[src/rtl/iir_sample_sequencer.sv]
// iir_sample_sequencer: buffers incoming samples and hands them one at a time to the IIR core,
// waiting for each result (or a timeout) before forwarding it downstream on a valid/ready port.
module iir_sample_sequencer #(
    parameter int DEPTH   = 8,
    parameter int TIMEOUT = 64
) (
    input  logic                     clk,
    input  logic                     rst,
    input  logic [31:0]              in_sample,
    input  logic                     in_val,
    output logic [31:0]              filt_audio_in,
    output logic                     filt_data_val,
    input  logic [31:0]              filt_audio_out,
    input  logic                     filt_audio_out_val,
    output logic [31:0]              out_sample,
    output logic                     out_val,
    input  logic                     out_ready,
    output logic [$clog2(DEPTH):0]   fifo_level,
    output logic                     overflow_err,
    output logic                     timeout_err,
    input  logic                     clear_err
);
    localparam int PW = $clog2(DEPTH);
    localparam int LW = PW + 1;
    localparam int CW = $clog2(TIMEOUT);

    typedef enum logic [1:0] {S_IDLE, S_ISSUE, S_WAIT, S_OUT} state_t;

    state_t        state_q, state_d;
    logic [31:0]   mem_q [DEPTH];
    logic [PW-1:0] wr_ptr_q, wr_ptr_d, rd_ptr_q, rd_ptr_d;
    logic [LW-1:0] count_q, count_d;
    logic [CW-1:0] cnt_q, cnt_d;
    logic [31:0]   filt_audio_in_q, filt_audio_in_d, out_sample_q, out_sample_d;
    logic          filt_data_val_q, filt_data_val_d, out_val_q, out_val_d;
    logic          ovf_q, ovf_d, tmo_q, tmo_d;
    logic          push, pop, expire;

    always_comb begin
        push            = in_val && count_q != LW'(DEPTH);
        pop             = state_q == S_ISSUE;
        expire          = state_q == S_WAIT && !filt_audio_out_val && cnt_q == CW'(TIMEOUT - 2);
        wr_ptr_d        = push ? wr_ptr_q + 1'b1 : wr_ptr_q;
        rd_ptr_d        = pop ? rd_ptr_q + 1'b1 : rd_ptr_q;
        count_d         = count_q + LW'(push) - LW'(pop);
        ovf_d           = (ovf_q && !clear_err) || (in_val && !push);
        tmo_d           = (tmo_q && !clear_err) || expire;
        state_d         = state_q;
        cnt_d           = cnt_q;
        filt_audio_in_d = filt_audio_in_q;
        filt_data_val_d = 1'b0;
        out_sample_d    = out_sample_q;
        out_val_d       = out_val_q;
        // The sample word is loaded on entry to ISSUE so it is already stable during the start pulse
        case (state_q)
            S_IDLE: if (count_q != '0 && !out_val_q) begin
                state_d         = S_ISSUE;
                filt_audio_in_d = mem_q[rd_ptr_q];
                filt_data_val_d = 1'b1;
            end
            S_ISSUE: begin
                state_d = S_WAIT;
                cnt_d   = '0;
            end
            S_WAIT: begin
                cnt_d = cnt_q + 1'b1;
                if (filt_audio_out_val) begin
                    out_sample_d = filt_audio_out;
                    out_val_d    = 1'b1;
                    state_d      = S_OUT;
                end else if (expire) begin
                    state_d = S_IDLE;
                end
            end
            S_OUT: if (out_ready) begin
                out_val_d = 1'b0;
                state_d   = S_IDLE;
            end
            default: state_d = S_IDLE;
        endcase
    end

    always_ff @(posedge clk) begin
        if (rst) begin
            state_q         <= S_IDLE;
            wr_ptr_q        <= '0;
            rd_ptr_q        <= '0;
            count_q         <= '0;
            cnt_q           <= '0;
            filt_audio_in_q <= '0;
            filt_data_val_q <= 1'b0;
            out_sample_q    <= '0;
            out_val_q       <= 1'b0;
            ovf_q           <= 1'b0;
            tmo_q           <= 1'b0;
        end else begin
            state_q         <= state_d;
            wr_ptr_q        <= wr_ptr_d;
            rd_ptr_q        <= rd_ptr_d;
            count_q         <= count_d;
            cnt_q           <= cnt_d;
            filt_audio_in_q <= filt_audio_in_d;
            filt_data_val_q <= filt_data_val_d;
            out_sample_q    <= out_sample_d;
            out_val_q       <= out_val_d;
            ovf_q           <= ovf_d;
            tmo_q           <= tmo_d;
        end
    end

    always_ff @(posedge clk) begin
        if (push) mem_q[wr_ptr_q] <= in_sample;
    end

    assign filt_audio_in = filt_audio_in_q;
    assign filt_data_val = filt_data_val_q;
    assign out_sample    = out_sample_q;
    assign out_val       = out_val_q;
    assign fifo_level    = count_q;
    assign overflow_err  = ovf_q;
    assign timeout_err   = tmo_q;
endmodule

[config.mk]
export PLATFORM = sky130hd
export DESIGN_NAME = iir_sample_sequencer
export DESIGN_NICKNAME = d
export VERILOG_FILES = /design/src/rtl/iir_sample_sequencer.sv
export SDC_FILE = /design/constraint.sdc
export NUM_CORES = 1
export LEC_CHECK = 0
export CAP_MARGIN = 30
export CORE_MARGIN = 1.5
export CORE_UTILIZATION = 51
export DETAILED_ROUTE_END_ITERATION = 12
export GPL_TIMING_DRIVEN = 0
export MAX_ROUTING_LAYER = met4
export PLACE_DENSITY = 0.76
export SYNTH_ARGS = -nofsm -noshare
export SYNTH_HDL_FRONTEND = slang
export SYNTH_SLANG_ARGS = --single-unit
[constraint.sdc]
create_clock -name clk -period 4 [get_ports clk]
set_clock_uncertainty 0.15 [all_clocks]
set_input_delay 0.8 -clock clk [delete_from_list [all_inputs] [get_ports clk]]
set_output_delay 0.8 -clock clk [all_outputs]
set_load 0.02 [all_outputs]
==> results.json <==
{
  "setup_viol": 0,
  "wl_per_cell_um": 20.70,
  "synth.most_common_cell": "edfxtp_1",
  "p_leak_nw": 5.231,
  "die_w_um": 162.2,
  "clk_latency_ns": 0.52,
  "tightest_slew_ns": 0.8994,
  "fmaxAchievable_mhz": 341.3,
  "cts_tree": "done",
  "irDropWorstVdd_v": 0.0004460,
  "synth_nets": 911,
  "drc": 0,
  "power.total_mw": 10.41,
  "status": "finished, final reports clean",
  "drt-pass1-iter-count": 5,
  "rsz0062_at_grt": "false",
  "synthArstFlopShare_pct": 0,
  "place_area_um2": 14990,
  "vias_per_cell": 5.566,
  "ant_nets": 0,
  "htree_levels": 2,
  "dp_cells": 1306,
  "gp_congestion": 0.7731,
  "postCtsSetupRepairBufs": 0,
  "synth_edf_count": 256,
  "synthTopCellsByArea": "edfxtp_1 (60%), dfxtp_1 (13%), mux4_2 (5.1%), mux2i_1 (5.0%), nand2_1 (2.1%)",
  "max-cap-violations": 0,
  "path_class": "in -> reg",
  "coreArea_um2": 25040,
  "synth_common_cells": "edfxtp_1 (256), dfxtp_1 (86), nand2_1 (73)",
  "regToRegEndpoint": "mem_q[1][31]",
  "row_count": 58,
  "synthCells": 825,
  "drive_gt1_share_pct": 12.13,
  "netlist_area_um2": 12920,
  "detailed_place_hpwl_um": 18080,
  "io_buffers": 140,
  "synth_area_per_cell_um2": 15.66,
  "layout_setup_ws_ns": 1.070,
  "io_pins": 142,
  "grt_use_total_pct": 22.97,
  "antenna_found_initial": 0,
  "cts_root_buf": "clkbuf_16",
  "grt_pass1_wl_um": 44160,
  "regToRegSetupSlack_ns": 1.11,
  "min_period_over_period_pct": 73.24,
  "worst-path-max-fanout": 10,
  "initial_utilization_pct": 51.59,
  "area_growth_pct": 25.16,
  "timing.final.hold_violations": 0,
  "yosys_warnings": 0,
  "endpoint": "mem_q[1][31]",
  "final_max_slew_viol_count": 0,
  "gr-total-overflow": 0,
  "rr_worst_depth": 7,
  "dieHeight_um": 162.2,
  "ys.flop_type": "edfxtp_1",
  "period_minus_slack_ns": 2.930,
  "yosys.area.top_type_share_pct": 59.51,
  "finalNetCount": 1099,
  "whs_ns": 0.3007,
  "setup.worst_path.end_class": "flop",
  "synth.largest_area_cell": "edfxtp_1",
  "worst-endpoint-arrival_ns": 2.99,
  "relSlewSlack_pct": 39.72,
  "grt_max_degree": 25,
  "post-place-ws_ns": 0.5825,
  "grt_pass1_vias": 7851,
  "totalWireLength_um": 28330,
  "startpoint": "in_val",
  "drt_iter0_drc": 563,
  "power_density_nw_per_um2": 644.1,
  "vias": 7620,
  "synth-seq-cells": 342,
  "dieArea_um2": 26290,
  "cts-resized-gates": 0,
  "ys_types": 43,
  "startpoint_type": "input pin",
  "yosysSeqAreaShare_pct": 72.84,
  "cts_buffer_depth": 3,
  "diodes": 0,
  "rr_startpoint": "fifo_level[2]",
  "final_cell_area_um2": 16170,
  "hold_path.class": "reg -> reg",
  "clk_pin_slew_ns": 0.06,
  "cp.required_ns": 4.06,
  "cts_sinks": 342,
  "cts_hold_buffers": 0,
  "cts_buffers": 35,
  "instances_no_fill": 1369
}
[state kept, by name (all words and copies together) (netlist names), 2 cells and up]
name and cells:
fifo_level 4, mem_q 256, wr_ptr_q 3, out_sample 32, filt_audio_in 32, rd_ptr_q 3
state_q 2, cnt_q 6
[layer usage]
layer,track usage [%],wire length [um],vias up
met2,38.20,14120,248
met3,3.677,1821,59
li1,-,-,3520
met1,28.85,11650,3793
met4,8.007,748,0
met5,-,0,-
[how the worst min path moves through the flow]
stage                      to            from  cells after the start
3_3_place_gp    out_sample[3]   out_sample[3]                      2
5_1_grt        out_sample[12]  out_sample[12]                      2
6_report       out_sample[27]  out_sample[27]                      2
4_1_cts        out_sample[21]  out_sample[21]                      2
3_5_place_dp   out_sample[21]  out_sample[21]                      2
2_1_floorplan        cnt_q[5]        cnt_q[5]                      2
[stage by stage]
step	util, %	setup TNS [ns]
floorplan	-	0
global placement	58.86	-280.10
detailed placement	59.89	0
CTS	64.58	0
global route	64.58	0
finish	64.58	0
[final cells by class]
cell class,instances,area (um2)
Sequential cell,342,9409
Fill cell,1764,8869
Multi-Input combinational cell,422,3254
Timing Repair Buffer,151,1602
Clock buffer,47,1002
Tap cell,330,412.9
Buffer,49,270.3
Clock inverter,16,172.7
Inverter,12,45.04
[cells by family (layout without fill, tap and decap cells)]
logic type | Yosys count | count (layout) | synth area share, %
DFF | 342 | 342 | 72.84
and+or+nand+nor | 186 | 186 | 6.112
AOI/OAI and AO/OA | 114 | 114 | 5.686
muxes | 97 | 97 | 10.70
buffers and inverters | 61 | 275 | 2.441
adders and majority gates | 16 | 16 | 1.608
xor gates and xnor gates | 9 | 9 | 0.6103
[worst max-delay path: stages]
cell and delay, ns:
clkdlybuf4s50_1 0.59, nand3_1 0.36, nor3_2 0.79, buf_6 0.27
buf_8 0.17
[cell usage in the layout (no fill, tap or decap), types with 10 or more instances in the layout]
| cell | synthesis | final |
|---|---|---|
| edfxtp_1 | 256 | 256 |
| mux4_2 | 29 | 29 |
| clkdlybuf4s50_1 | 0 | 140 |
| nor3_1 | 36 | 34 |
| clkbuf_1 | 23 | 28 |
| inv_1 | 12 | 12 |
| buf_6 | 8 | 10 |
| dfxtp_1 | 86 | 86 |
| o22ai_1 | 32 | 32 |
| ha_1 | 15 | 15 |
| nor2_1 | 57 | 51 |
| a211oi_1 | 32 | 32 |
| a21oi_1 | 38 | 38 |
| nand2_1 | 73 | 73 |
| clkbuf_16 | 0 | 36 |
| mux2i_1 | 65 | 65 |
[where the power goes]
group | switching, mW | total (mW) | internal [mW]
logic | 1.66 | 2.83 | 1.17
registers | 0.156 | 4.31 | 4.15
clock network | 1.32 | 3.28 | 1.96
total | 3.13 | 10.4 | 7.29
Note: power is estimated with default switching activity, not from simulation.
